File: src/rtl/reg_scoreboard_pkg.sv
// rtl/reg_scoreboard_pkg.sv - shared constants for the decode-stage register scoreboard
package reg_scoreboard_pkg;

  localparam int AW    = 6;
  localparam int NREGS = 2 ** AW;

  localparam logic [AW-1:0] REG_ZERO = 6'd0;
  localparam logic [AW-1:0] REG_LINK = 6'd31;

  localparam logic UNIT_INT = 1'b0;
  localparam logic UNIT_FPU = 1'b1;

  // Integer r0 is hardwired, so it never participates in hazard tracking.
  function automatic logic reg_tracked(input logic [AW-1:0] addr);
    return addr != REG_ZERO;
  endfunction

endpackage

File: src/rtl/reg_scoreboard_popcount64.sv
// rtl/reg_scoreboard_popcount64.sv - combinational 64-bit population count
import reg_scoreboard_pkg::*;

module sb_popcount64 (
  input  logic [NREGS-1:0] bits,
  output logic [AW:0]      count
);

  always_comb begin
    count = '0;
    for (int i = 0; i < NREGS; i++) begin
      count = count + {{AW{1'b0}}, bits[i]};
    end
  end

endmodule

File: src/rtl/reg_scoreboard.sv
// rtl/reg_scoreboard.sv - pending/owner tracking and RAW/WAW decode stall
import reg_scoreboard_pkg::*;

module reg_scoreboard #(
  parameter int AW    = reg_scoreboard_pkg::AW,
  parameter int NREGS = reg_scoreboard_pkg::NREGS
) (
  input  logic          clk,
  input  logic          reset,
  input  logic          issue_valid,
  input  logic [AW-1:0] issue_rs1,
  input  logic [AW-1:0] issue_rs2,
  input  logic          issue_rs1_used,
  input  logic          issue_rs2_used,
  input  logic [AW-1:0] issue_rd,
  input  logic          issue_rd_we,
  input  logic          issue_unit,
  output logic          issue_fire,
  output logic          stall,
  input  logic          wb0_valid,
  input  logic [AW-1:0] wb0_addr,
  input  logic          wb1_valid,
  input  logic [AW-1:0] wb1_addr,
  input  logic          flush,
  output logic [AW:0]   pending_count,
  output logic          err
);

  logic [NREGS-1:0] pend_q, owner_q;
  logic [NREGS-1:0] pend_d, owner_d;
  logic [AW:0]      count_d;
  logic             hazard;
  logic             err_d;

  // Hazards look only at registered state: a same-cycle writeback does not bypass.
  always_comb begin
    hazard = (issue_rs1_used && reg_tracked(issue_rs1) && pend_q[issue_rs1])
          || (issue_rs2_used && reg_tracked(issue_rs2) && pend_q[issue_rs2])
          || (issue_rd_we    && reg_tracked(issue_rd)  && pend_q[issue_rd]);
  end

  assign stall      = issue_valid & hazard;
  assign issue_fire = issue_valid & ~stall;

  // Writebacks clear before the issue sets, so a new destination is never lost.
  always_comb begin
    pend_d  = pend_q;
    owner_d = owner_q;
    if (flush) begin
      pend_d = pend_q & owner_q;
    end
    if (wb0_valid) pend_d[wb0_addr] = 1'b0;
    if (wb1_valid) pend_d[wb1_addr] = 1'b0;
    if (issue_fire && issue_rd_we && reg_tracked(issue_rd) && !flush) begin
      pend_d[issue_rd]  = 1'b1;
      owner_d[issue_rd] = issue_unit;
    end
  end

  always_comb begin
    err_d = (wb0_valid && reg_tracked(wb0_addr) && !pend_q[wb0_addr])
         || (wb1_valid && reg_tracked(wb1_addr) && !pend_q[wb1_addr])
         || (wb0_valid && wb1_valid && (wb0_addr == wb1_addr));
  end

  sb_popcount64 u_popcount (
    .bits  (pend_d),
    .count (count_d)
  );

  always_ff @(posedge clk or posedge reset) begin
    if (reset) begin
      pend_q        <= '0;
      owner_q       <= '0;
      pending_count <= '0;
      err           <= 1'b0;
    end else begin
      pend_q        <= pend_d;
      owner_q       <= owner_d;
      pending_count <= count_d;
      if (err_d) err <= 1'b1;
    end
  end

endmodule

File: config.mk
export PLATFORM = sky130hd
export DESIGN_NAME = reg_scoreboard
export DESIGN_NICKNAME = d
export VERILOG_FILES = /design/src/rtl/reg_scoreboard_pkg.sv /design/src/rtl/reg_scoreboard_popcount64.sv /design/src/rtl/reg_scoreboard.sv
export SDC_FILE = /design/constraint.sdc
export NUM_CORES = 1
export LEC_CHECK = 0
export ABC_AREA = 0
export CAP_MARGIN = 40
export CORE_MARGIN = 3
export CORE_UTILIZATION = 40
export CTS_CLUSTER_DIAMETER = 200
export DETAILED_ROUTE_END_ITERATION = 8
export PLACE_DENSITY = 0.58
export SYNTH_ARGS = -nofsm -noshare
export SYNTH_HDL_FRONTEND = slang
export SYNTH_SLANG_ARGS = --single-unit
export TNS_END_PERCENT = 1
File: constraint.sdc
create_clock -name clk -period 9 [get_ports clk]
set_input_delay 1.35 -clock clk [delete_from_list [all_inputs] [get_ports clk]]
set_output_delay 1.35 -clock clk [all_outputs]
set_load 0.1 [all_outputs]
**Word level (Yosys, flattened, before mapping)**

Index checks and enable logic that the tools add are counted.

- Add/subtract/negate cells: 63
- Order comparisons: 8
- Equal/unequal tests: 1
- Muxes and demuxes: 21
- Bitwise operators: 9
- Reductions and logical operators: 30

Operators by type and width:

| cell | count |
|---|---|
| adder 7 x 1 -> 7 bit | 62 |
| 2-to-1 mux 64 bit | 4 |
| AND 64 bit | 3 |
| NOT 64 bit | 2 |
| bitwise mux 64 bit | 1 |
| OR 64 bit | 1 |
| less-than comparator 6 x 7 -> 1 bit (second input constant) | 5 |
| binary-select mux 1 bit (select 6 bit) | 5 |
| nonzero test 6 bit | 5 |
| demux 1 bit (select 6 bit) | 3 |
| >= comparator 6 x 1 -> 1 bit (second input constant) | 3 |
| logical AND 1 bit | 18 |
| 2-to-1 mux 1 bit | 8 |
| == test 6 bit | 1 |
| logical OR 1 bit | 4 |
| logical NOT 1 bit | 3 |
| adder 1 x 1 -> 2 bit | 1 |
| AND 1 bit | 2 |
| NOT 1 bit | 1 |

- Bits in registers: 136
- Bits of input ports: 40
- Word-level logic and storage cells: 136

**Logic depth before layout (Yosys ltp)**

- Depth in word-level cells: 75
- Depth in mapped cells: 31
- Mapped depth without buffers: 27

**Hierarchy**

From an unflattened synthesis, not the netlist that was laid out.

- Cell total of the unflattened synthesis: 1131
- Area, all modules: 11119.4 um2

By module, submodules not included:

| module | instances | cells an instance | area each (um2) | seq. area each (um2) |
|---|---|---|---|---|
| reg_scoreboard | 1 | 959 | 9390.3 | 3403.3 |
| sb_popcount64 | 1 | 172 | 1729.2 | 0.0 |

**Worst setup path before layout**

OpenSTA, ideal clock, no wires.

- Path kind: in2reg
- Start point: input port issue_rs1[0]
- End point: register pending_count[6]
- Setup time: 124 ps
- Arrival time: 9127 ps
- Required time: 8876 ps
- Path slack: -251 ps
- Stages on the path: 30
- Path buffers: 4
- Cell sequence: buf_2 > buf_2 > mux4_2 > mux2i_1 > nand2_1 > nand4_1 > and4_1 > buf_2 > buf_1 > nand4_1 > nand2_1 > ha_1 > fa_1 > inv_1 > fa_1 > inv_1 > fa_1 > fa_1 > fa_1 > fa_1 > fa_1 > fa_1 > fa_1 > fa_1 > a21oi_1 > nor2_1 > nor2_1 > inv_1 > a21oi_1 > o21bai_1

- Cells in the longest elaborated chain, start to end: 75

RTL lines:

| item | line | source |
|---|---|---|
| start: declaration | reg_scoreboard.sv:11 | `input logic [AW-1:0] issue_rs1,` |
| binary-select mux 1 bit (select 6 bit) or nonzero test 6 bit (tied branches) | reg_scoreboard.sv:37, reg_scoreboard_pkg.sv:15 |  |
| 2-to-1 mux 1 bit (not written as such) or logical AND 1 bit (tied branches) | reg_scoreboard.sv:37 | `hazard = (issue_rs1_used && reg_tracked(issue_rs1) && pend_q[issue_rs1])` |
| logical AND 1 bit * | reg_scoreboard.sv:37 |  |
| logical OR 1 bit * | reg_scoreboard.sv:38 | `\|\| (issue_rs2_used && reg_tracked(issue_rs2) && pend_q[issue_rs2])` |
| logical OR 1 bit * | reg_scoreboard.sv:39 | `\|\| (issue_rd_we && reg_tracked(issue_rd) && pend_q[issue_rd]);` |
| AND 1 bit * | reg_scoreboard.sv:42 | `assign stall = issue_valid & hazard;` |
| NOT 1 bit * | reg_scoreboard.sv:43 | `assign issue_fire = issue_valid & ~stall;` |
| AND 1 bit * | reg_scoreboard.sv:43 |  |
| logical AND 1 bit * (3 in a row) | reg_scoreboard.sv:54 | `if (issue_fire && issue_rd_we && reg_tracked(issue_rd) && !flush) begin` |
| 2-to-1 mux 64 bit * | reg_scoreboard.sv:54 |  |
| named net pend_d[1] | reg_scoreboard.sv:30 | `logic [NREGS-1:0] pend_d, owner_d;` |
| adder 1 x 1 -> 2 bit * | reg_scoreboard_popcount64.sv:12 | `count = count + {{AW{1'b0}}, bits[i]};` |
| adder 7 x 1 -> 7 bit * (62 in a row) | reg_scoreboard_popcount64.sv:12 |  |
| named net count_d[6] | reg_scoreboard.sv:31 | `logic [AW:0] count_d;` |
| end signal: assignment | reg_scoreboard.sv:80 | `pending_count <= count_d;` |
| end: declaration | reg_scoreboard.sv:25 | `output logic [AW:0] pending_count,` |

The timed path passes the listed nets; every way through them passes the cells marked *. The select of a mux whose other input is x is not followed.
A chain may end at the register's enable or synchronous reset.

**Worst setup path in the final report**

- Start point: input port issue_rd[2]
- End point: register pending_count[6]

RTL lines:

| item | line | source |
|---|---|---|
| start: declaration | reg_scoreboard.sv:15 | `input logic [AW-1:0] issue_rd,` |
| binary-select mux 1 bit (select 6 bit) or nonzero test 6 bit (tied branches) | reg_scoreboard.sv:39, reg_scoreboard_pkg.sv:15 |  |
| 2-to-1 mux 1 bit (not written as such) or logical AND 1 bit (tied branches) | reg_scoreboard.sv:39 |  |
| logical AND 1 bit | reg_scoreboard.sv:39 |  |
| logical OR 1 bit | reg_scoreboard.sv:39 |  |
| AND 1 bit | reg_scoreboard.sv:42 |  |
| NOT 1 bit | reg_scoreboard.sv:43 |  |
| AND 1 bit | reg_scoreboard.sv:43 |  |
| logical AND 1 bit (3 in a row) | reg_scoreboard.sv:54 |  |
| 2-to-1 mux 64 bit * | reg_scoreboard.sv:54 |  |
| named net pend_d[26] | reg_scoreboard.sv:30 |  |
| adder 7 x 1 -> 7 bit * (38 in a row) | reg_scoreboard_popcount64.sv:12 |  |
| named net count_d[6] | reg_scoreboard.sv:31 |  |

Marked as above.

==> impl_results.html <==
<table>
<tr><th>Metric</th><th>Value</th></tr>
<tr><th colspan="2">Run status</th></tr>
<tr><td>Outcome</td><td>completed</td></tr>
<tr><th colspan="2">Setup path</th></tr>
<tr><td>Source of the worst register-to-register timing path</td><td>pend_q[20]</td></tr>
<tr><td>Arrival time at the worst endpoint</td><td>9130 ps</td></tr>
<tr><td>Worst reg-to-reg setup slack</td><td>720 ps</td></tr>
<tr><td>Largest fanout on the critical path</td><td>10</td></tr>
<tr><td>Delay of the slowest cell on the worst path</td><td>around 560 ps</td></tr>
<tr><td>Register-to-Register Path Depth</td><td>28</td></tr>
<tr><td>Worst flop-to-flop path endpoint</td><td>pending_count[6]</td></tr>
<tr><td>Startpoint-to-endpoint class of the critical path</td><td>in2reg</td></tr>
<tr><td>Cell with the largest stage delay on the worst path</td><td>sky130_fd_sc_hd__fa_1</td></tr>
<tr><td>Type of destination of the critical path</td><td>flip-flop</td></tr>
<tr><td>Data required time at the worst endpoint</td><td>9320 ps</td></tr>
<tr><td>Setup crit start kind</td><td>input port</td></tr>
<tr><td>Cell occurring most often along the worst timing path</td><td>sky130_fd_sc_hd__fa_1</td></tr>
<tr><th colspan="2">Clock tree</th></tr>
<tr><td>Clock latency on the worst-skew pair</td><td>roughly 440 ps</td></tr>
<tr><td>CTS clock-pin slew for the worst setup and hold paths</td><td>70 ps</td></tr>
<tr><td>CTS tree</td><td>done</td></tr>
<tr><td>Number of clock sinks</td><td>136</td></tr>
<tr><td>Hold Buf Count CTS</td><td>0</td></tr>
<tr><td>Maximum level of the CTS H-tree</td><td>4</td></tr>
<tr><td>Root buffer cell</td><td>sky130_fd_sc_hd__clkbuf_16</td></tr>
<tr><td>Total CTS buffers</td><td>17</td></tr>
<tr><td>Maximum clock insertion buffer count</td><td>2</td></tr>
<tr><th colspan="2">STA</th></tr>
<tr><td>Worst rel slew slack</td><td>44.44%</td></tr>
<tr><td>Fin crit period</td><td>8805 ps</td></tr>
<tr><td>Slew Viols, Final</td><td>0</td></tr>
<tr><td>Number of failing setup endpoints in the final timing report</td><td>0</td></tr>
<tr><td>Worst setup margin</td><td>194.8 ps</td></tr>
<tr><td>Final Hold Violating Endpoints</td><td>0</td></tr>
<tr><td>Worst Max-Slew Pin Slew</td><td>approximately 830 ps</td></tr>
<tr><td>Max Clk Rate</td><td>0.1136 GHz</td></tr>
<tr><td>Tcrit/Tclk final</td><td>roughly 100%</td></tr>
<tr><td>Setup skew after layout</td><td>12.35 ps</td></tr>
<tr><td>Setup repair after global routing missed its margin</td><td>true</td></tr>
<tr><th colspan="2">Yosys</th></tr>
<tr><td>Most frequent cell after synthesis</td><td>sky130_fd_sc_hd__dfrtp_1</td></tr>
<tr><td>Avg Inst Size Synth</td><td>10.44 um2</td></tr>
<tr><td>Most used DFF post-synth</td><td>sky130_fd_sc_hd__dfrtp_1</td></tr>
<tr><td>Synth top area cells</td><td>sky130_fd_sc_hd__dfrtp_1 (31%), sky130_fd_sc_hd__mux4_2 (10%), sky130_fd_sc_hd__fa_1 (9.7%), sky130_fd_sc_hd__mux2_1 (6.1%), sky130_fd_sc_hd__a221o_1 (5.6%)</td></tr>
<tr><td>Post-synth top cells</td><td>sky130_fd_sc_hd__dfrtp_1 (136), sky130_fd_sc_hd__nand2_1 (98), sky130_fd_sc_hd__o21ai_0 (76)</td></tr>
<tr><td>Sequential area share after synthesis</td><td>30.54%</td></tr>
<tr><td>Synth warnings</td><td>0</td></tr>
<tr><td>Number of instances in the synthesized netlist</td><td>between 1,000 and 1,500</td></tr>
<tr><td>Number of enable flip-flop cells after synthesis</td><td>0</td></tr>
<tr><td>Cell type with the highest aggregate area in the netlist</td><td>sky130_fd_sc_hd__dfrtp_1</td></tr>
<tr><td>Fraction of post-synthesis cell area in the top cell type by area</td><td>30.54%</td></tr>
<tr><td>Number of library cell types mapped by synthesis</td><td>67</td></tr>
<tr><td>Synthesized Nets</td><td>1,177</td></tr>
<tr><td>Area of the mapped netlist</td><td>between 0.01 and 0.015 mm2</td></tr>
<tr><td>Register bit count reported by yosys</td><td>136</td></tr>
<tr><td>Asr flop ratio synth</td><td>100.0%</td></tr>
<tr><th colspan="2">Die</th></tr>
<tr><td>Site Rows</td><td>60</td></tr>
<tr><td>Number of top-level pins</td><td>50</td></tr>
<tr><td>Height of the die</td><td>172.9 um</td></tr>
<tr><td>Placeable core region</td><td>about 0.027 mm2</td></tr>
<tr><td>Die width</td><td>around 170 um</td></tr>
<tr><td>Area of the die</td><td>0.02989 mm2</td></tr>
<tr><td>Initial Utilization</td><td>41.00%</td></tr>
<tr><th colspan="2">Layout</th></tr>
<tr><td>Number of antenna diodes</td><td>0</td></tr>
<tr><td>Fraction of the core area covered by cells at the end of the flow</td><td>slightly above 50%</td></tr>
<tr><td>Number of nets in the layout</td><td>1,366</td></tr>
<tr><td>Layout overhead on the synthesized area</td><td>26.83%</td></tr>
<tr><td>Share of layout cells above drive strength 1</td><td>roughly a quarter</td></tr>
<tr><th colspan="2">Place</th></tr>
<tr><td>RePlAce Congestion</td><td>0.9828</td></tr>
<tr><td>DP Wirelength</td><td>between 30,000 and 40,000 um</td></tr>
<tr><td>Minimum setup slack after placement</td><td>-597.4 ps</td></tr>
<tr><td>Buffers on Ports</td><td>49</td></tr>
<tr><th colspan="2">Global route</th></tr>
<tr><td>Via count of the first global-routing pass</td><td>~10,000</td></tr>
<tr><td>Combined global-route utilization of all metal layers</td><td>29.97%</td></tr>
<tr><td>First-pass GRT wire length</td><td>66,720 um</td></tr>
<tr><td>Pin count of the biggest net entering global routing</td><td>between 70 and 80</td></tr>
<tr><td>Initial antenna violation count</td><td>0</td></tr>
<tr><td>Remaining Overflow, GRT</td><td>0</td></tr>
<tr><th colspan="2">Drt</th></tr>
<tr><td>Number of design rule violations left after detail routing</td><td>0</td></tr>
<tr><td>Post-detailed-route via-to-cell ratio</td><td>6.377</td></tr>
<tr><td>Iteration-0 DRC count of the detailed router</td><td>~1,200</td></tr>
<tr><td>Antenna-violating nets left</td><td>0</td></tr>
<tr><td>Wire length after detailed routing</td><td>45,730 um</td></tr>
<tr><td>Count of TritonRoute iterations in the first routing pass</td><td>5</td></tr>
<tr><td>Routed wirelength normalized by instance count</td><td>roughly 28 um</td></tr>
<tr><td>Vias</td><td>10,460</td></tr>
<tr><th colspan="2">Worst hold path</th></tr>
<tr><td>Startpoint of the worst hold path</td><td>owner_q[0]</td></tr>
<tr><td>Class of the most critical hold timing path</td><td>reg2reg</td></tr>
<tr><td>Number of instances on the worst hold path</td><td>0</td></tr>
<tr><td>Worst-case hold path end point</td><td>owner_q[0]</td></tr>
<tr><th colspan="2">Power and ir drop</th></tr>
<tr><td>Total power per unit cell area</td><td>112.4 mW/mm2</td></tr>
<tr><td>Worst voltage drop across the vdd grid</td><td>0.1044 mV</td></tr>
<tr><td>Static Leak</td><td>6.741 nW</td></tr>
<tr><th colspan="2">Run</th></tr>
<tr><td>Max-cap check violation count</td><td>0</td></tr>
</table>
==> placed cells by master, fill, tap and decap left out, types with 26 or more instances in the layout <==
master                              n
sky130_fd_sc_hd__o21ai_0           76
sky130_fd_sc_hd__inv_1             64
sky130_fd_sc_hd__mux2_1            60
sky130_fd_sc_hd__fa_1              51
sky130_fd_sc_hd__nand4_1           67
sky130_fd_sc_hd__dfrtp_1          136
sky130_fd_sc_hd__nor2_1            31
sky130_fd_sc_hd__mux4_2            51
sky130_fd_sc_hd__a221o_1           62
sky130_fd_sc_hd__buf_4            176
sky130_fd_sc_hd__nand2_1           97
sky130_fd_sc_hd__and2_1            26
sky130_fd_sc_hd__clkdlybuf4s50_1   41
==> stage by stage <==
step / area, um2 / instances / TNS, ps / total power, mW / hold slack [ps]
after floorplan: 11160 / 1067 / -30.27 / 0.7814 / 423.9
after global placement: 13230 / 1589 / -1953 / 0.8958 / 462.7
after detailed placement: 13380 / 1599 / -2382 / 0.9030 / 457.0
after CTS: 13970 / 1634 / -232.9 / 1.582 / 473.9
after global routing: 14130 / 1641 / -43.08 / 1.636 / 477.9
final: 14130 / 1641 / 0 / 1.588 / 467.0
==> cell type report <==
cell class	instances	area (um2)
Inverter	65	249.0
Tap cell	372	465.4
Timing Repair Buffer	254	2315
Clock inverter	13	121.4
Clock buffer	19	432.9
Sequential cell	136	3403
Multi-Input combinational cell	782	7144
Fill cell	2512	13050
==> kinds of logic after synthesis <==
logic type	synth area share (%)
AND/OR/NAND/NOR	15.46
AO/OA/AOI/OAI	15.04
multiplexers	20.91
buffers and inverters	5.761
flip-flops	30.54
adder cells (fa/ha/maj)	11.50
XOR/XNOR	0.7860
==> where the power goes <==
group | internal [mW] | switching, mW
Sequential | 0.624 | 0.00814
Clock | 0.383 | 0.300
Combinational | 0.111 | 0.163
Total | 1.12 | 0.471
==> flip-flops by register name, indices dropped and copies added, names as in the netlist <==
register,cells
err,1
pend_q,64
pending_count,7
owner_q,64
==> worst max-delay path, delay by kind of cell <==
family | cells | cell delay (ps)
AND/OR/NAND/NOR | 5 | 740
multiplexers | 1 | 320
adder cells (fa/ha/maj) | 10 | 4520
AO/OA/AOI/OAI | 6 | 980
buffers and inverters | 8 | 1200
==> what timing repair did <==
item,in CTS,in global routing
endpoints found under the setup margin,3,5
pin swaps,6,13
buffers inserted,2,4
resized for setup,5,24
cloned,1,3
==> worst max-delay path by stage <==
stage / startpoint / endpoint / cells after the start
after floorplan: issue_rd[1] / pending_count[6] / 29
after global placement: issue_rs2[0] / pending_count[6] / 28
after detailed placement: issue_rd[1] / pending_count[5] / 29
after CTS: issue_rd[1] / pending_count[6] / 29
after global routing: issue_rd[1] / pending_count[6] / 31
final: issue_rd[2] / pending_count[6] / 30
==> routing by layer <==
metal	vias to the layer above	global-route usage [%]	wire length [um]
met4	0	16.52	2966
met3	152	6.588	4667
met2	666	46.06	20650
met5	-	0	0
met1	5237	39.50	17450
li1	4409	-	-
(Power assumes the default switching activity.)
==> RTL edit 1: new RTL, same settings <==
The package constant `AW` goes from 6 to 5.
--- a/src/rtl/reg_scoreboard_pkg.sv
+++ b/src/rtl/reg_scoreboard_pkg.sv
@@ -3,3 +3,3 @@
 
-  localparam int AW    = 6;
+  localparam int AW    = 5;
   localparam int NREGS = 2 ** AW;
Interface: changed (6 resized); port bits go from 50 to 44. No check against the original RTL was run, so the function may have changed too.
==> RTL edit 1 against the unedited design <==
- non-clock buffer count fell by 187
- power fell by 46%
- die area shrank 47%
- area after synthesis fell by 48%
- critical endpoint is now pending_count[5]
- largest power group unchanged
- wire length is 56% lower
- sequential cell count is 65 lower
- worst setup slack improved by 0.68 ns
- cell area shrank 51%
==> RTL edit 1: results (changes against the unedited design) <==
stage,metric,value,unit,change
global_routing,use_met3,0.06863,,was 0.06588
cells_and_area,nNetsFinal,656,,was 1366
global_routing,grt_start_max_net_pins,49,,was 73
detailed_routing,dr_wl_met3,1.968,mm,was 4.667 mm
clock_network,htreeDepth,3,,was 4
clock_network,cts_setup_buffers,0,,was 2
run_status,outcome,completed,,unchanged
detailed_routing,vias_per_cell,6.558,,was 6.377
sta,fin_hold_ws,0.3730,ns,was 0.4670 ns
place,io_buffers,43,,was 49
place,place_area,6543,um^2,was 13380 um^2
setup_path,crit_arrival,8.35,ns,was 9.13 ns
sta,fin_skew,0.006110,ns,was 0.01235 ns
detailed_routing,dr.pass1.iters,6,,was 5
detailed_routing,wl_met1,8.336,mm,was 17.45 mm
detailed_routing,met2WireLength,9.134,mm,was 20.65 mm
global_routing,grt_use_met2,0.3870,,was 0.4606
setup_path,reg2regPathDepth,21,,was 28
sta,fin_crit_sh,0.9029,,was 0.9784
clock_network,cts_made_buffers,9,,was 17
detailed_routing,vias,5076,,was 10464
pwr,power_density,125.9,nW/um^2,was 112.4 nW/um^2
clock_network,ctsResizeCount,0,,was 5
cells_and_area,top_regs,"owner_q x32, pend_q x32, pending_count x6",,"was owner_q x64, pend_q x64, pending_count x7"
global_routing,grt_pass1_wl,31.35,mm,was 66.72 mm
cells_and_area,drive_gt1_frac,0.1785,,was 0.2608
logic_synthesis,yosysSeqAreaShare,0.3066,,was 0.3054
detailed_routing,drt_iter0_drc,431,,was 1209
setup_path,r2r-start,pend_q[7],,was pend_q[20]
setup_path,cpPeakStageDelay,0.84,ns,was 0.56 ns
pwr,p_leak,3.140,nW,was 6.741 nW
clock_network,worst_skew_pair.late_latency,0.34,ns,was 0.44 ns
pwr,max-vdd-ir-drop,0.00008863,V,was 0.0001044 V
logic_synthesis,synthTopCellsByArea,"dfrtp_1 31%, mux4_2 10%, fa_1 8.3%",,"was dfrtp_1 31%, mux4_2 10%, fa_1 9.7%"
global_routing,gr-usage-met1,0.3598,,was 0.3950
RTL edit 1: area by class of cell:
type                       count  area share
multi-input combinational    409      0.5416
sequential                    71      0.2588
timing repair buffer          67      0.1028
clock buffer                  10     0.03335
tap                          180     0.03280
inverter                      31     0.01695
clock inverter                 6     0.01367
RTL edit 1: kinds of logic (layout without fill, tap and decap cells):
family | count (synthesis) | in the layout | synth area share
xor+xnor | 8 | 8 | 0.01209
fa+ha+maj | 32 | 32 | 0.1002
buf+inv | 72 | 114 | 0.05181
flops | 71 | 71 | 0.3066
compound gates | 96 | 96 | 0.1263
mux | 80 | 80 | 0.2237
simple gates | 193 | 193 | 0.1794
RTL edit 1: power breakdown:
group	total, W	internal (W)	switching (W)	leakage, nW
sequential	0.000338	0.000331	0.00000768	0.977
clock	0.000391	0.000245	0.000146	0.153
combinational	0.000135	0.0000550	0.0000804	2.01
==> RTL edit 2: new RTL, same settings <==
Without the edit above. The output `pending_count` loses its register stage (`pending_count` becomes a continuous assignment).
--- a/src/rtl/reg_scoreboard.sv
+++ b/src/rtl/reg_scoreboard.sv
@@ -74,3 +74,2 @@
       owner_q       <= '0;
-      pending_count <= '0;
       err           <= 1'b0;
@@ -79,3 +78,2 @@
       owner_q       <= owner_d;
-      pending_count <= count_d;
       if (err_d) err <= 1'b1;
@@ -84,2 +82,4 @@
 
+  assign pending_count = count_d;
+
 endmodule
Formal check against the unedited RTL: not equivalent (a bounded check fails within 4 cycles, from zero or initial values and one cycle with reset high).
==> RTL edit 2 against the unedited design <==
- the flow now finishes with violations (setup timing)
- wire length grew 8.7%
- sequential cell count shrank 7
- power grew 0.95%
- worst setup slack lost 2.0 ns
- sequential share of layout area shrank 4.1 points
- cell area grew 14%
- area after synthesis grew 3.2%
- critical path type is now in -> out
- critical endpoint is now pending_count[6]
- largest cell class unchanged
- largest power group unchanged
- highest routed layer unchanged
==> RTL edit 2: results (changes against the unedited design) <==
stage,metric,value,unit,change
logic_synthesis,synth_common_cells,"129 x dfrtp_1, 72 x nand2_1, 69 x o21ai_0",,"was 136 x dfrtp_1, 98 x nand2_1, 76 x o21ai_0"
logic_synthesis,yosysSeqAreaShare,0.2806,,was 0.3054
place,gp_congestion,0.9852,,was 0.9828
logic_synthesis,syn_nets,1261,,was 1177
hold_path,hold_class,reg -> reg,,unchanged
setup_path,crit_family,adder cells,,unchanged
global_routing,grt_start_max_net_pins,65,,was 73
sta,tightest_slew,0.7493,ns,was 0.8335 ns
clock_network,clk_pin_slew,0.06,ns,
detailed_routing,dr.pass1.iters,6,,was 5
place,place_area,15480,um^2,was 13380 um^2
place,io_buffers,49,,unchanged
clock_network,htreeDepth,4,,unchanged
logic_synthesis,yosysWarnings,0,,unchanged
run_status,outcome,"finished, violations left",,was completed
sta,finalSetupTns,-10.52,ns,was 0 ns
clock_network,clockBufferDepth,2,,unchanged
clock_network,worst_skew_pair.late_latency,0.43,ns,
detailed_routing,drt-total-wl,49.70,mm,was 45.73 mm
place,dp_hpwl,39.45,mm,was 34.22 mm
cells_and_area,drive_gt1_frac,0.3813,,was 0.2608
pwr,p_leak,8.335,nW,was 6.741 nW
sta,finalMaxSlewViolations,0,,unchanged
run_status,violations,setup timing,,
setup_path,cpMaxStageDelayCell,fa_2,,was fa_1
global_routing,first_global_vias,11788,,was 10268
clock_network,cts_root_buf,clkbuf_16,,unchanged
global_routing,antenna_found_initial,1,,was 0
sta,layout_setup_ws,-1.809,ns,was 0.1948 ns
global_routing,grtUsageTotal,0.3262,,was 0.2997
clock_network,cts_made_buffers,17,,unchanged
setup_path,cpPeakStageDelay,0.57,ns,
logic_synthesis,synth_cell_types,62,,was 67
detailed_routing,drt_iter0_drc,1541,,was 1209
cells_and_area,n_antenna_cell,0,,unchanged
place,place_ws,-2.099,ns,was -0.5974 ns
logic_synthesis,async_reset_ff_frac,1.000,,unchanged
cells_and_area,nNetsFinal,1656,,was 1366
cells_and_area,top_regs,"owner_q x64, pend_q x64, err x1",,"was owner_q x64, pend_q x64, pending_count x7"
cells_and_area,nFillCells,2520,,was 2512
global_routing,grt_pass1_wl,75.17,mm,was 66.72 mm
sta,final-setup-viol-count,7,,was 0
logic_synthesis,synthTopCellsByArea,"dfrtp_1 28%, fa_1 9.4%, mux4_2 7.6%",,"was dfrtp_1 31%, mux4_2 10%, fa_1 9.7%"
pwr,max-vdd-ir-drop,0.00007217,V,was 0.0001044 V
detailed_routing,vias_per_cell,6.098,,was 6.377
setup_path,worstPathMaxFanout,5,,was 10
sta,fin_skew,0.01190,ns,was 0.01235 ns
==> RTL edit 2: path summary, 6_finish.rpt <==
path	from	end	slack [ns]	depth (start not counted)
worst max-delay path	issue_rd[0]	pending_count[6]	-1.81	30
worst min-delay path	owner_q[0]	owner_q[0]	0.38	0
worst max register to register	pend_q[62]	owner_q[33]	5.51	12
worst min register to register	owner_q[0]	owner_q[0]	0.38	0
max in group asynchronous	reset	owner_q[25]	6.45	4
min in group asynchronous	reset	pend_q[50]	1.41	2
==> RTL edit 2: cell type report <==
cell class / count / share of cell area
clock buffers: 20 / 0.02763
flip-flops and latches: 129 / 0.1997
repair buffers: 463 / 0.2415
well taps: 378 / 0.02925
inverters: 63 / 0.01494
clock inverters: 11 / 0.005650
multi-input cells: 872 / 0.4813
==> RTL edit 2: logic make-up after synthesis <==
group                      Yosys count  synth area share
AOI/OAI and AO/OA                  253            0.1543
xor gates and xnor gates            10          0.007613
adders and majority gates           70            0.1114
buffers and inverters              151           0.05873
DFF                                129            0.2806
muxes                              186            0.2253
and+or+nand+nor                    352            0.1621
==> RTL edit 2: power breakdown <==
part           internal [W]  total, W  switching (W)  leakage, nW
clock network      0.000382  0.000658       0.000276        0.261
registers          0.000592  0.000599     0.00000716         1.79
logic              0.000151  0.000346       0.000195         6.28
==> RTL edit 2: layer usage <==
layer	share of wire	GRT usage	routed length (um)
met4	0.042	0.1194	2088
met3	0.11	0.07198	5329
met2	0.44	0.4985	22080
met1	0.41	0.4564	20200
met5	0	0	0
==> RTL edit 2: per-stage QoR <==
step                std cells    util  hold WS [ns]
floorplan                1151       -        0.4240
global placement         1895  0.5492        0.3693
detailed placement       1898  0.5510        0.3604
CTS                      1936  0.5751        0.3771
global route             1936  0.5756        0.3842
finish                   1936  0.5756        0.3778
==> RTL edit 2: repair_timing <==
item | 4_1_cts | 5_1_grt
resized for setup | 29 | 5
setup endpoints to repair | 7 | 7
buffers inserted | 6 | 0
pin swaps | 7 | 3
gates cloned | 1 | 0
